<file path="src/rtl/sp_ram_pkg.sv">
// Shared types and width helpers for the sp_ram controller front-end.
//   state_e   : controller state (S_CLEAR sweeps memory to zero, S_RUN serves requests)
//   cnt_width : bits needed to hold a count in 0..max_val
//   ptr_width : bits needed to index depth entries
package sp_ram_pkg;

  typedef enum logic {
    S_CLEAR = 1'b0,
    S_RUN   = 1'b1
  } state_e;

  function automatic int unsigned cnt_width(input int unsigned max_val);
    return (max_val < 2) ? 1 : $clog2(max_val + 1);
  endfunction

  function automatic int unsigned ptr_width(input int unsigned depth);
    return (depth < 2) ? 1 : $clog2(depth);
  endfunction

endpackage

</file>
<file path="src/rtl/sp_ram_rsp_fifo.sv">
// Synchronous response FIFO holding read data until the consumer takes it.
//   clk, rst    : clock, asynchronous active-high reset
//   push, din   : write din when push (ignored while full)
//   pop, dout   : dout shows the oldest entry; pop removes it (ignored while empty)
//   full, empty : occupancy flags
module sp_ram_rsp_fifo
  import sp_ram_pkg::*;
#(
  parameter int unsigned DW    = 18,
  parameter int unsigned DEPTH = 4
) (
  input  logic          clk,
  input  logic          rst,
  input  logic          push,
  input  logic [DW-1:0] din,
  input  logic          pop,
  output logic [DW-1:0] dout,
  output logic          full,
  output logic          empty
);

  localparam int unsigned PW = ptr_width(DEPTH);
  localparam int unsigned CW = cnt_width(DEPTH);

  logic [DW-1:0] mem_q [DEPTH];
  logic [PW-1:0] wr_ptr_q, wr_ptr_d;
  logic [PW-1:0] rd_ptr_q, rd_ptr_d;
  logic [CW-1:0] cnt_q, cnt_d;
  logic          push_ok, pop_ok;

  function automatic logic [PW-1:0] ptr_inc(input logic [PW-1:0] p);
    return (p == PW'(DEPTH - 1)) ? '0 : p + PW'(1);
  endfunction

  always_comb begin
    full     = (cnt_q == CW'(DEPTH));
    empty    = (cnt_q == '0);
    push_ok  = push && !full;
    pop_ok   = pop && !empty;
    wr_ptr_d = push_ok ? ptr_inc(wr_ptr_q) : wr_ptr_q;
    rd_ptr_d = pop_ok ? ptr_inc(rd_ptr_q) : rd_ptr_q;
    cnt_d    = cnt_q;
    if (push_ok && !pop_ok) begin
      cnt_d = cnt_q + CW'(1);
    end else if (pop_ok && !push_ok) begin
      cnt_d = cnt_q - CW'(1);
    end
    dout = mem_q[rd_ptr_q];
  end

  always_ff @(posedge clk or posedge rst) begin
    if (rst) begin
      wr_ptr_q <= '0;
      rd_ptr_q <= '0;
      cnt_q    <= '0;
    end else begin
      wr_ptr_q <= wr_ptr_d;
      rd_ptr_q <= rd_ptr_d;
      cnt_q    <= cnt_d;
    end
  end

  // Data storage needs no reset; validity is tracked by the pointers.
  always_ff @(posedge clk) begin
    if (push_ok) begin
      mem_q[wr_ptr_q] <= din;
    end
  end

endmodule

</file>
<file path="src/rtl/sp_ram_ctrl.sv">
// Initiator-side front-end for a single-port RAM with LATENCY-cycle reads.
//   clk, rst                          : clock, asynchronous active-high reset
//   req_valid/req_ready/req_we/
//   req_addr/req_wdata                : request stream (reads and writes)
//   rsp_valid/rsp_ready/rsp_data      : read-data stream, in request order
//   init_done                         : high once the optional zero-sweep has finished
//   ram_we/ram_addr/ram_din/ram_dout  : port of the attached RAM
// Reads consume a credit until their data is popped, so the response FIFO never overflows.
module sp_ram_ctrl
  import sp_ram_pkg::*;
#(
  parameter int unsigned AW             = 10,
  parameter int unsigned DW             = 18,
  parameter int unsigned LATENCY        = 2,
  parameter int unsigned RSP_DEPTH      = 4,
  parameter bit          CLEAR_ON_RESET = 1'b1
) (
  input  logic          clk,
  input  logic          rst,
  input  logic          req_valid,
  output logic          req_ready,
  input  logic          req_we,
  input  logic [AW-1:0] req_addr,
  input  logic [DW-1:0] req_wdata,
  output logic          rsp_valid,
  input  logic          rsp_ready,
  output logic [DW-1:0] rsp_data,
  output logic          init_done,
  output logic          ram_we,
  output logic [AW-1:0] ram_addr,
  output logic [DW-1:0] ram_din,
  input  logic [DW-1:0] ram_dout
);

  localparam int unsigned CW = cnt_width(RSP_DEPTH);
  localparam state_e RESET_STATE = CLEAR_ON_RESET ? S_CLEAR : S_RUN;

  state_e             state_q, state_d;
  logic [AW-1:0]      clr_cnt_q, clr_cnt_d;
  logic               init_done_q, init_done_d;
  logic [CW-1:0]      credits_q, credits_d;
  logic [LATENCY-1:0] tag_q, tag_d;
  logic [AW-1:0]      addr_q, addr_d;
  logic [DW-1:0]      din_q, din_d;

  logic clearing;
  logic req_fire, rd_fire, rsp_fire;
  logic fifo_push, fifo_full, fifo_empty;

  always_comb begin
    // Gate the sweep with rst so the RAM port sits idle while reset is held.
    clearing  = (state_q == S_CLEAR) && !rst;
    // Writes never need a credit; reads wait for a free response slot.
    req_ready = init_done_q && (req_we || (credits_q < CW'(RSP_DEPTH)));
    req_fire  = req_valid && req_ready;
    rd_fire   = req_fire && !req_we;
    rsp_fire  = rsp_valid && rsp_ready;

    ram_we   = 1'b0;
    ram_addr = addr_q;
    ram_din  = din_q;
    if (clearing) begin
      ram_we   = 1'b1;
      ram_addr = clr_cnt_q;
      ram_din  = '0;
    end else if (req_fire) begin
      ram_we   = req_we;
      ram_addr = req_addr;
      ram_din  = req_wdata;
    end
    addr_d = ram_addr;
    din_d  = ram_din;

    state_d   = state_q;
    clr_cnt_d = clr_cnt_q;
    if (clearing) begin
      if (clr_cnt_q == '1) begin
        state_d = S_RUN;
      end else begin
        clr_cnt_d = clr_cnt_q + AW'(1);
      end
    end
    init_done_d = (state_d == S_RUN);

    credits_d = credits_q;
    if (rd_fire && !rsp_fire) begin
      credits_d = credits_q + CW'(1);
    end else if (rsp_fire && !rd_fire) begin
      credits_d = credits_q - CW'(1);
    end

    // Tag marks the cycle in which ram_dout carries this read's data.
    tag_d[0] = rd_fire;
    for (int i = 1; i < LATENCY; i++) begin
      tag_d[i] = tag_q[i-1];
    end
    fifo_push = tag_q[LATENCY-1];
  end

  always_ff @(posedge clk or posedge rst) begin
    if (rst) begin
      state_q     <= RESET_STATE;
      clr_cnt_q   <= '0;
      init_done_q <= 1'b0;
      credits_q   <= '0;
      tag_q       <= '0;
      addr_q      <= '0;
      din_q       <= '0;
    end else begin
      state_q     <= state_d;
      clr_cnt_q   <= clr_cnt_d;
      init_done_q <= init_done_d;
      credits_q   <= credits_d;
      tag_q       <= tag_d;
      addr_q      <= addr_d;
      din_q       <= din_d;
    end
  end

  assign init_done = init_done_q;
  assign rsp_valid = !fifo_empty;

  sp_ram_rsp_fifo #(
    .DW   (DW),
    .DEPTH(RSP_DEPTH)
  ) u_rsp_fifo (
    .clk  (clk),
    .rst  (rst),
    .push (fifo_push),
    .din  (ram_dout),
    .pop  (rsp_fire),
    .dout (rsp_data),
    .full (fifo_full),
    .empty(fifo_empty)
  );

  rsp_overflow_a : assert property (@(posedge clk) disable iff (rst) !(fifo_push && fifo_full));

endmodule

</file>
<file path="config.mk">
export PLATFORM = sky130hd
export DESIGN_NAME = sp_ram_ctrl
export DESIGN_NICKNAME = d
export VERILOG_FILES = /design/src/rtl/sp_ram_pkg.sv /design/src/rtl/sp_ram_rsp_fifo.sv /design/src/rtl/sp_ram_ctrl.sv
export SDC_FILE = /design/constraint.sdc
export NUM_CORES = 1
export LEC_CHECK = 0
export ABC_AREA = 0
export BUFFER_PORTS_ARGS = -buffer_cell sky130_fd_sc_hd__buf_2
export CAP_MARGIN = 30
export CORE_UTILIZATION = 34
export DETAILED_ROUTE_END_ITERATION = 10
export PLACE_DENSITY = 0.59
export RECOVER_POWER = 25
export SLEW_MARGIN = 20
export SYNTH_ARGS = -nofsm -noshare
export SYNTH_HDL_FRONTEND = slang
export SYNTH_SLANG_ARGS = --single-unit
</file>
<file path="constraint.sdc">
create_clock -name clk -period 5.5 [get_ports clk]
set_input_delay 1.1 -clock clk [delete_from_list [all_inputs] [get_ports clk]]
set_output_delay 1.1 -clock clk [all_outputs]
set_load 0.01 [all_outputs]
</file>
# == Word level (Yosys, flattened, before mapping) ==
# Memories as Yosys holds them, arrays and structs flattened.
# Index checks and enable logic that the tools add are counted.
# word_totals
regBits,51
ram_bits,72
input_bits,51
wordCells,63
n_memories,1
# memory_table
memory,words,word_bits,rd,rd_ports_with_merged_regs,wr,line_no,rtl
u_rsp_fifo.mem_q,4,18,1,0,1,sp_ram_rsp_fifo.sv:25,logic [DW-1:0] mem_q [DEPTH];
# op_classes
addsub,7
order_cmp,1
n_eq_ne,4
muxes,14
n_bitwise,2
reduce_logical,25
# ops
operator,n
two-way mux 18 bit,2
two-way mux 10 bit,2
two-way mux 3 bit,4
logical AND 1 bit,11
adder 10 x 1 -> 10 bit (second input constant),1
== test 10 bit (second input constant),1
logical NOT 1 bit,8
adder 3 x 1 -> 3 bit (second input constant),2
subtractor 3 x 1 -> 3 bit (second input constant),2
adder 2 x 1 -> 2 bit (second input constant),2
== test 2 bit (second input constant),2
two-way mux 1 bit,4
two-way mux 2 bit,2
AND reduction 2 bit,2
nonzero test 2 bit,2
== test 3 bit (second input constant),1
logical NOT 3 bit,1
< comparator 3 bit (second input constant),1
NOT 1 bit,2
logical OR 1 bit,1

# == Longest topological paths before layout ==
# Gate-level depths: netlist of the first run.
# logic_depth
depth_word,9
ltp_mapped,10
depth_no_buf,9

# == Hierarchy ==
# From an unflattened synthesis of the first run, not the netlist that was laid out.
# hier_totals
cells_unflattened,326
area_unflattened_um2,5024.8
# modules_own_cells
mod,n_inst,cells_per_inst,area_per_inst_um2
sp_ram_rsp_fifo,1,132,3037.9
sp_ram_ctrl,1,194,1986.9

# == Least setup slack after synthesis of the first run ==
# No wires, ideal clock.
# synth_path
path_type,input-to-output
start,in req_valid
end,out ram_addr[2]
arrival_time_ns,2.070
path_slack_ns,2.330
cell_stages,5
path_buffers,2
cell_sequence,inv_1 clkbuf_1 clkbuf_1 nor3_1 o211ai_1
# synth_between
elab_chain_len,3
# synth_rtl
item,line_no,rtl
from (decl),sp_ram_ctrl.sv:20,"input logic req_valid,"
logical AND 1 bit,sp_ram_ctrl.sv:55,req_fire = req_valid && req_ready;
two-way mux 10 bit,sp_ram_ctrl.sv:66,end else if (req_fire) begin
two-way mux 10 bit,sp_ram_ctrl.sv:62,if (clearing) begin
to (decl),sp_ram_ctrl.sv:30,"output logic [AW-1:0] ram_addr,"
# Every way passes these cells.

# == Worst setup path after layout of the first run ==
# layout_path
start,reg init_done_q (netlist: init_done)
end,out ram_addr[0]
# layout_between
elab_chain_len,4
word_cells_on_any_way,6
# layout_rtl
item,line_no,rtl
from (decl),sp_ram_ctrl.sv:40,"logic init_done_q, init_done_d;"
from (signal assigned),sp_ram_ctrl.sv:112,init_done_q <= init_done_d;
logical AND 1 bit,sp_ram_ctrl.sv:54,req_ready = init_done_q && (req_we || (credits_q < CW'(RSP_DEPTH)));
logical AND 1 bit,sp_ram_ctrl.sv:55,
two-way mux 10 bit,sp_ram_ctrl.sv:66,
two-way mux 10 bit (*),sp_ram_ctrl.sv:62,
# Every way passes the cells marked *; elsewhere a longest branch is shown, timed or not.

==> impl_metrics.csv, run 1 <==
group,metric,value,unit
status,outcome,"finished, final reports clean",
yosys,synthesis.nets,410,
cts,cts_made_buffers,17,
setup_path,crit_type,"flop to output port",
layout,antennaDiodeCount,0,
setup_path,slowest_delay,920,ps
power,total_power,3.15,mW
sta,tns,0,ps
layout,final_common_cell,"buf_2",
power,p_leak,2.58,nW
floorplanning,die_w,126,µm
place,hpwl,7160,µm
power,vdd_ir_drop_max,0.000255,V
sta,skew,5.52,ps
detailed_routing,drtPass1Iterations,4,
power,p_switching,0.849,mW
setup_path,path_max_fanout,26,
yosys,synth_area_per_cell,15.0,µm²
setup_path,slowest_stage,"dfrtp_1",
cts,cts_tree,"done",
yosys,synth_seq_cells,123,
detailed_routing,drc_errors,0,
place,io_buffers,100,
cts,hold_buffers,0,
yosys,ys_seq_area_share,65.8,%
sta,fin_hold_ws,350,ps
grt,antenna_found_initial,0,
power,pwr-share-seq,38.7,%
sta,period_needed,4100,ps
flow_run,maxCapViolCount,0,
grt,grt_usage,14.7,%
layout,area_delta_synth_final,26.0,%
layout,drive_above_1_share,33.8,%
cts,cts_root_buf,"clkbuf_16",
sta,finalCritPeriodShare,74.5,%
yosys,synth_edf_count,72,
sta,fmax,244,MHz
power,internal-power,2.30,mW
yosys,synth.distinct_cells,40,
yosys,synth_warnings,0,
floorplanning,die_area,15900,µm²
detailed_routing,first_iter_violations,180,
cts,clock-sinks,123,
cts,clkLatencyLatePin,400,ps
place,place_inst,613,
sta,tightest_slew,1110,ps
cts,cts_max_level,4,
cts,cts_setup_buffers,0,
detailed_routing,finalWirelength,10800,µm
layout,final_cell_mix,"buf_2 (82), edfxtp_1 (72), dfrtp_1 (51), a21oi_1 (22), clkbuf_1 (20)",
floorplanning,coreArea,14800,µm²
grt,grt_max_degree,50,
setup_path,critPathArrivalTime,3000,ps
cts,clk_pin_slew,50,ps
sta,hold_violations,0,
grt,grt_pass1_vias,3547,
cts,postCtsResizedCells,0,
yosys,syn-cell-area,5230,µm²
cts,clk_path_buf_depth,2,
setup_path,crit_chain,"inv_1 > buf_4 > or3_1 > o211ai_1 > buf_2",
sta,setup_viol,0,
detailed_routing,dr_total_vias,3338,
yosys,synth_ff_type,"edfxtp_1",
detailed_routing,drt-wirelength-per-cell,16.6,µm
layout,fill_cells,1359,
floorplanning,die_h,126,µm
yosys,synthArstFlopShare,41.5,%
layout,seq_area,3440,µm²
setup_path,cp.required,4400,ps
floorplanning,ios,101,
sta,rsz0062_at_grt,"no",
setup_path,start_kind,"flop",
layout,final_cells,649,
yosys,syn-instance-count,349,
power,p_per_area,478,nW/µm²
detailed_routing,vias_per_cell,5.14,
detailed_routing,antenna_left,0,
layout,multi_input_area,1620,µm²
power,clkPwrFrac,37.4,%
worst_hold_path,hold_path_class,"flop to flop",
setup_path,crit_path_end_kind,"output port",
floorplanning,std_cell_rows,44,
place,globalplace.congestion,0.750,
floorplanning,start_util,35.4,%
sta,slew_headroom,25.8,%
power,swShare,27.0,%
power,pwr-share-comb,23.9,%
setup_path,r2r_setup_slack,2000,ps
grt,gr-total-overflow,0,
sta,drv_slew,0,
layout,layout.nets,513,
grt,grt_pass1_wl,18000,µm
[final cells by class]
class | count | area share [%]
clock buffer | 22 | 7.20
sequential | 123 | 52.2
inverter | 18 | 1.03
clock inverter | 10 | 2.51
timing repair buffer | 110 | 8.98
multi-input combinational | 182 | 24.6
tap | 184 | 3.49
[cells in the mapped netlist (all sizes together) (2+ instances only)]
cell	number	share of area [%]
edfxtp	72	41
dfrtp	51	24
a21oi	22	2.1
clkbuf	19	1.4
nand4b	19	3.2
inv	18	1.3
mux4	18	7.8
o31ai	18	2.6
nand2	14	1.0
mux2	11	2.4
nor2	10	0.72
o211ai	10	1.4
o311ai	9	1.5
ha	8	1.9
buf	7	0.65
xor2	5	0.84
and2	4	0.48
nand4	4	0.48
nand3	3	0.29
nor3	3	0.29
a31oi	2	0.24
fa	2	0.77
nor4	2	0.36
o21ai	2	0.19
or3	2	0.24
xnor2	2	0.34
[state kept, by name (all words and copies together) (netlist names)]
signal               flops
din_q                   18
u_rsp_fifo.mem_q        72
credits_q                3
u_rsp_fifo.cnt_q         3
init_done                1
u_rsp_fifo.rd_ptr_q      2
u_rsp_fifo.wr_ptr_q      2
addr_q                  10
clr_cnt_q               10
tag_q                    2
[cells by family after synthesis]
| kind of cell | synth area share, % |
|---|---|
| flip-flops | 65.8 |
| buffers and inverters | 3.30 |
| adder cells (fa/ha/maj) | 2.68 |
| AO/OA/AOI/OAI | 8.69 |
| AND/OR/NAND/NOR | 8.07 |
| XOR/XNOR | 1.17 |
| multiplexers | 10.3 |
[worst max-delay path, delay by kind of cell (launching register included)]
family,cells,cell delay [ps]
DFF,1,920
buffers and inverters,3,770
and+or+nand+nor,1,590
AOI/OAI and AO/OA,1,290
[path summary, 6_finish.rpt]
kind | startpoint | endpoint | cells after the start
setup / recovery | init_done | ram_addr[0] | 5
hold / removal | tag_q[0] | tag_q[1] | 0
setup reg to reg | init_done | credits_q[2] | 10
hold reg to reg | tag_q[0] | tag_q[1] | 0
max in group asynchronous | rst | clr_cnt_q[6] | 3
min in group asynchronous | rst | din_q[4] | 2
[power by group through the flow]
stage | clock, mW | combinational, mW | sequential (mW)
2_1_floorplan | 0 | 0.537 | 1.19
3_3_place_gp | 0 | 0.740 | 1.24
3_5_place_dp | 0 | 0.757 | 1.24
4_1_cts | 1.20 | 0.760 | 1.23
5_1_grt | 1.25 | 0.829 | 1.24
6_report | 1.18 | 0.753 | 1.22
[metrics by stage]
step                utilization (%)  instance area [µm²]  worst slack [ps]
finish                         44.7                 6590              1400
global route                   44.7                 6590              1220
CTS                            44.4                 6560              1380
detailed placement             40.1                 5920              1520
global placement               40.0                 5900              1630
floorplan                         -                 5230              2330
[routing by layer]
| layer | vias up | wire, µm | global-route usage [%] |
|---|---|---|---|
| li1 | 1563 | - | - |
| met1 | 1665 | 4870 | 18.0 |
| met2 | 98 | 5200 | 24.2 |
| met3 | 12 | 606 | 5.10 |
| met4 | 0 | 104 | 4.89 |
| met5 | - | 0 | 0 |
(Power assumes the default switching activity.)
==> run 2, diff against run 1 <==
Clock period 5.5 ns to 4.2 ns, I/O delays scaled along.
==> run 2 against run 1 <==
Compared with the run above: the flow now finishes with violations (max-capacitance violations, max-slew violations); die area unchanged; critical path depth shrank 1; first-iteration DRC count grew 13%; power grew 26%; register-to-register slack worse by 860 ps; core utilization fell by 0.47 points; worst hold slack worse by 3.4 ps; final area fell by 1.1%; non-clock buffer count did not move; critical path type unchanged.
==> impl_metrics.csv, run 2 (synthesis results as in run 1) <==
group,metric,value,unit
detailed_routing,drt-met1-wl,4970,µm
power,p_per_area,610,nW/µm²
status,outcome,"finished, violations left",
detailed_routing,vias_per_cell,5.12,
sta,hold_violations,0,
layout,final_cell_mix,"buf_2 (82), edfxtp_1 (72), dfrtp_1 (51), a21oi_1 (22), nand4b_1 (19)",
cts,postCtsResizedCells,0,
floorplanning,start_util,35.4,%
place,globalplace.congestion,0.753,
setup_path,crit_family,"flip-flops",
worst_hold_path,hold_path_class,"flop to flop",
grt,gr-total-overflow,0,
sta,setup_viol,0,
cts,cts_root_buf,"clkbuf_16",
layout,final_area,6520,µm²
detailed_routing,wl_met3,567,µm
sta,rsz0062_at_grt,"no",
cts,cts_setup_buffers,0,
cts,clock-sinks,123,
grt,grt_usage,14.9,%
detailed_routing,drc_errors,0,
setup_path,slowest_delay,950,ps
flow_run,maxCapViolCount,1,
power,total_power,3.98,mW
power,p_leak,2.54,nW
grt,grt_pass1_wl,18100,µm
cts,clk_pin_slew,50,ps
cts,hold_buffers,0,
floorplanning,die_area,15900,µm²
cts,cts_tree,"done",
detailed_routing,wl_met2,5280,µm
place,dp_slack,956,ps
place,placed_cell_area,5970,µm²
layout,layout.nets,513,
place,place_inst,617,
detailed_routing,dr.max_layer_used,"met4",
detailed_routing,dr_total_vias,3321,
detailed_routing,drt-wirelength-per-cell,16.8,µm
cts,cts_max_level,4,
cts,clkLatencyLatePin,410,ps
setup_path,path_max_fanout,25,
grt,grt_pass1_vias,3503,
place,hpwl,7180,µm
layout,reg.largest.list,"u_rsp_fifo.mem_q: 72 flops, din_q: 18 flops",
setup_path,slowest_stage,"dfrtp_1",
detailed_routing,first_iter_violations,204,
layout,final_common_cell,"buf_2",
floorplanning,ios,101,
sta,drv_slew,52,
layout,top_register,"u_rsp_fifo.mem_q",
cts,clk_path_buf_depth,2,
grt,antenna_found_initial,0,
layout,drive_above_1_share,34.0,%
setup_path,cp.buffers_inverters,2,
setup_path,cp.required,3360,ps
status,violations,"max-capacitance violations, max-slew violations",
sta,skew,8.34,ps
setup_path,crit_path_end_kind,"output port",
setup_path,crit_type,"flop to output port",
floorplanning,die_h,126,µm
sta,slew_headroom,-56.1,%
sta,finalCritPeriodShare,80.8,%
power,vdd_ir_drop_max,0.000320,V
floorplanning,std_cell_rows,44,
sta,tns,0,ps
setup_path,r2r_setup_slack,1140,ps
layout,fill_cells,1345,
layout,area_delta_synth_final,24.7,%
sta,fmax,295,MHz
setup_path,critPathArrivalTime,2550,ps
grt,grt_max_degree,52,
setup_path,start_kind,"flop",
setup_path,crit_chain,"inv_1 > or3_1 > o211ai_1 > buf_2",
layout,largest_reg_flops,72,
sta,setup_ws,805,ps
detailed_routing,antenna_left,0,
cts,cts_made_buffers,17,
sta,period_needed,3390,ps
layout,final_cells,649,
detailed_routing,drtPass1Iterations,4,
floorplanning,die_w,126,µm
sta,tightest_slew,2330,ps
place,io_buffers,100,
layout,antennaDiodeCount,0,
floorplanning,coreArea,14800,µm²
detailed_routing,finalWirelength,10900,µm
[run 2: report_power, final]
group,internal [mW],total (mW),switching [mW]
combinational,0.491,0.965,0.473
sequential,1.48,1.62,0.140
clock,0.870,1.39,0.523
[run 2: routing by layer]
metal,global-route usage (%),vias to the layer above
met4,4.46,0
li1,-,1561
met1,18.6,1646
met3,4.84,8
met2,24.5,106
met5,0,-
[run 2: final cells by class]
class	instances	area [µm²]	area share (%)
clock buffers	17	425	6.53
multi-input cells	182	1620	24.9
inverters	18	68.8	1.06
flip-flops and latches	123	3440	52.7
well taps	184	230	3.53
clock inverters	15	151	2.32
repair buffers	110	583	8.94
[run 2: final timing paths]
path                                 from  cells after the start                   to
worst max-delay path            init_done                      4          ram_addr[0]
worst max register to register  init_done                      9         credits_q[2]
min in group asynchronous             rst                      2         clr_cnt_q[7]
max in group asynchronous             rst                      2  u_rsp_fifo.cnt_q[1]
worst min register to register   tag_q[0]                      0             tag_q[1]
worst min-delay path             tag_q[0]                      0             tag_q[1]
[run 2: worst reg2reg max path, stage by stage, from the launching register on]
cell and delay (ps):
dfrtp_1 950, inv_1 130, or3_1 590, nor2_1 230
ha_1 220, inv_1 60, fa_1 370, xor2_1 150
nor2_1 120, xor2_1 160
[run 2: per-stage QoR]
stage,hold WS [ps],utilization (%)
4_1_cts,348,44.3
3_3_place_gp,335,40.0
3_5_place_dp,335,40.4
2_1_floorplan,331,-
6_report,347,44.2
5_1_grt,359,44.2
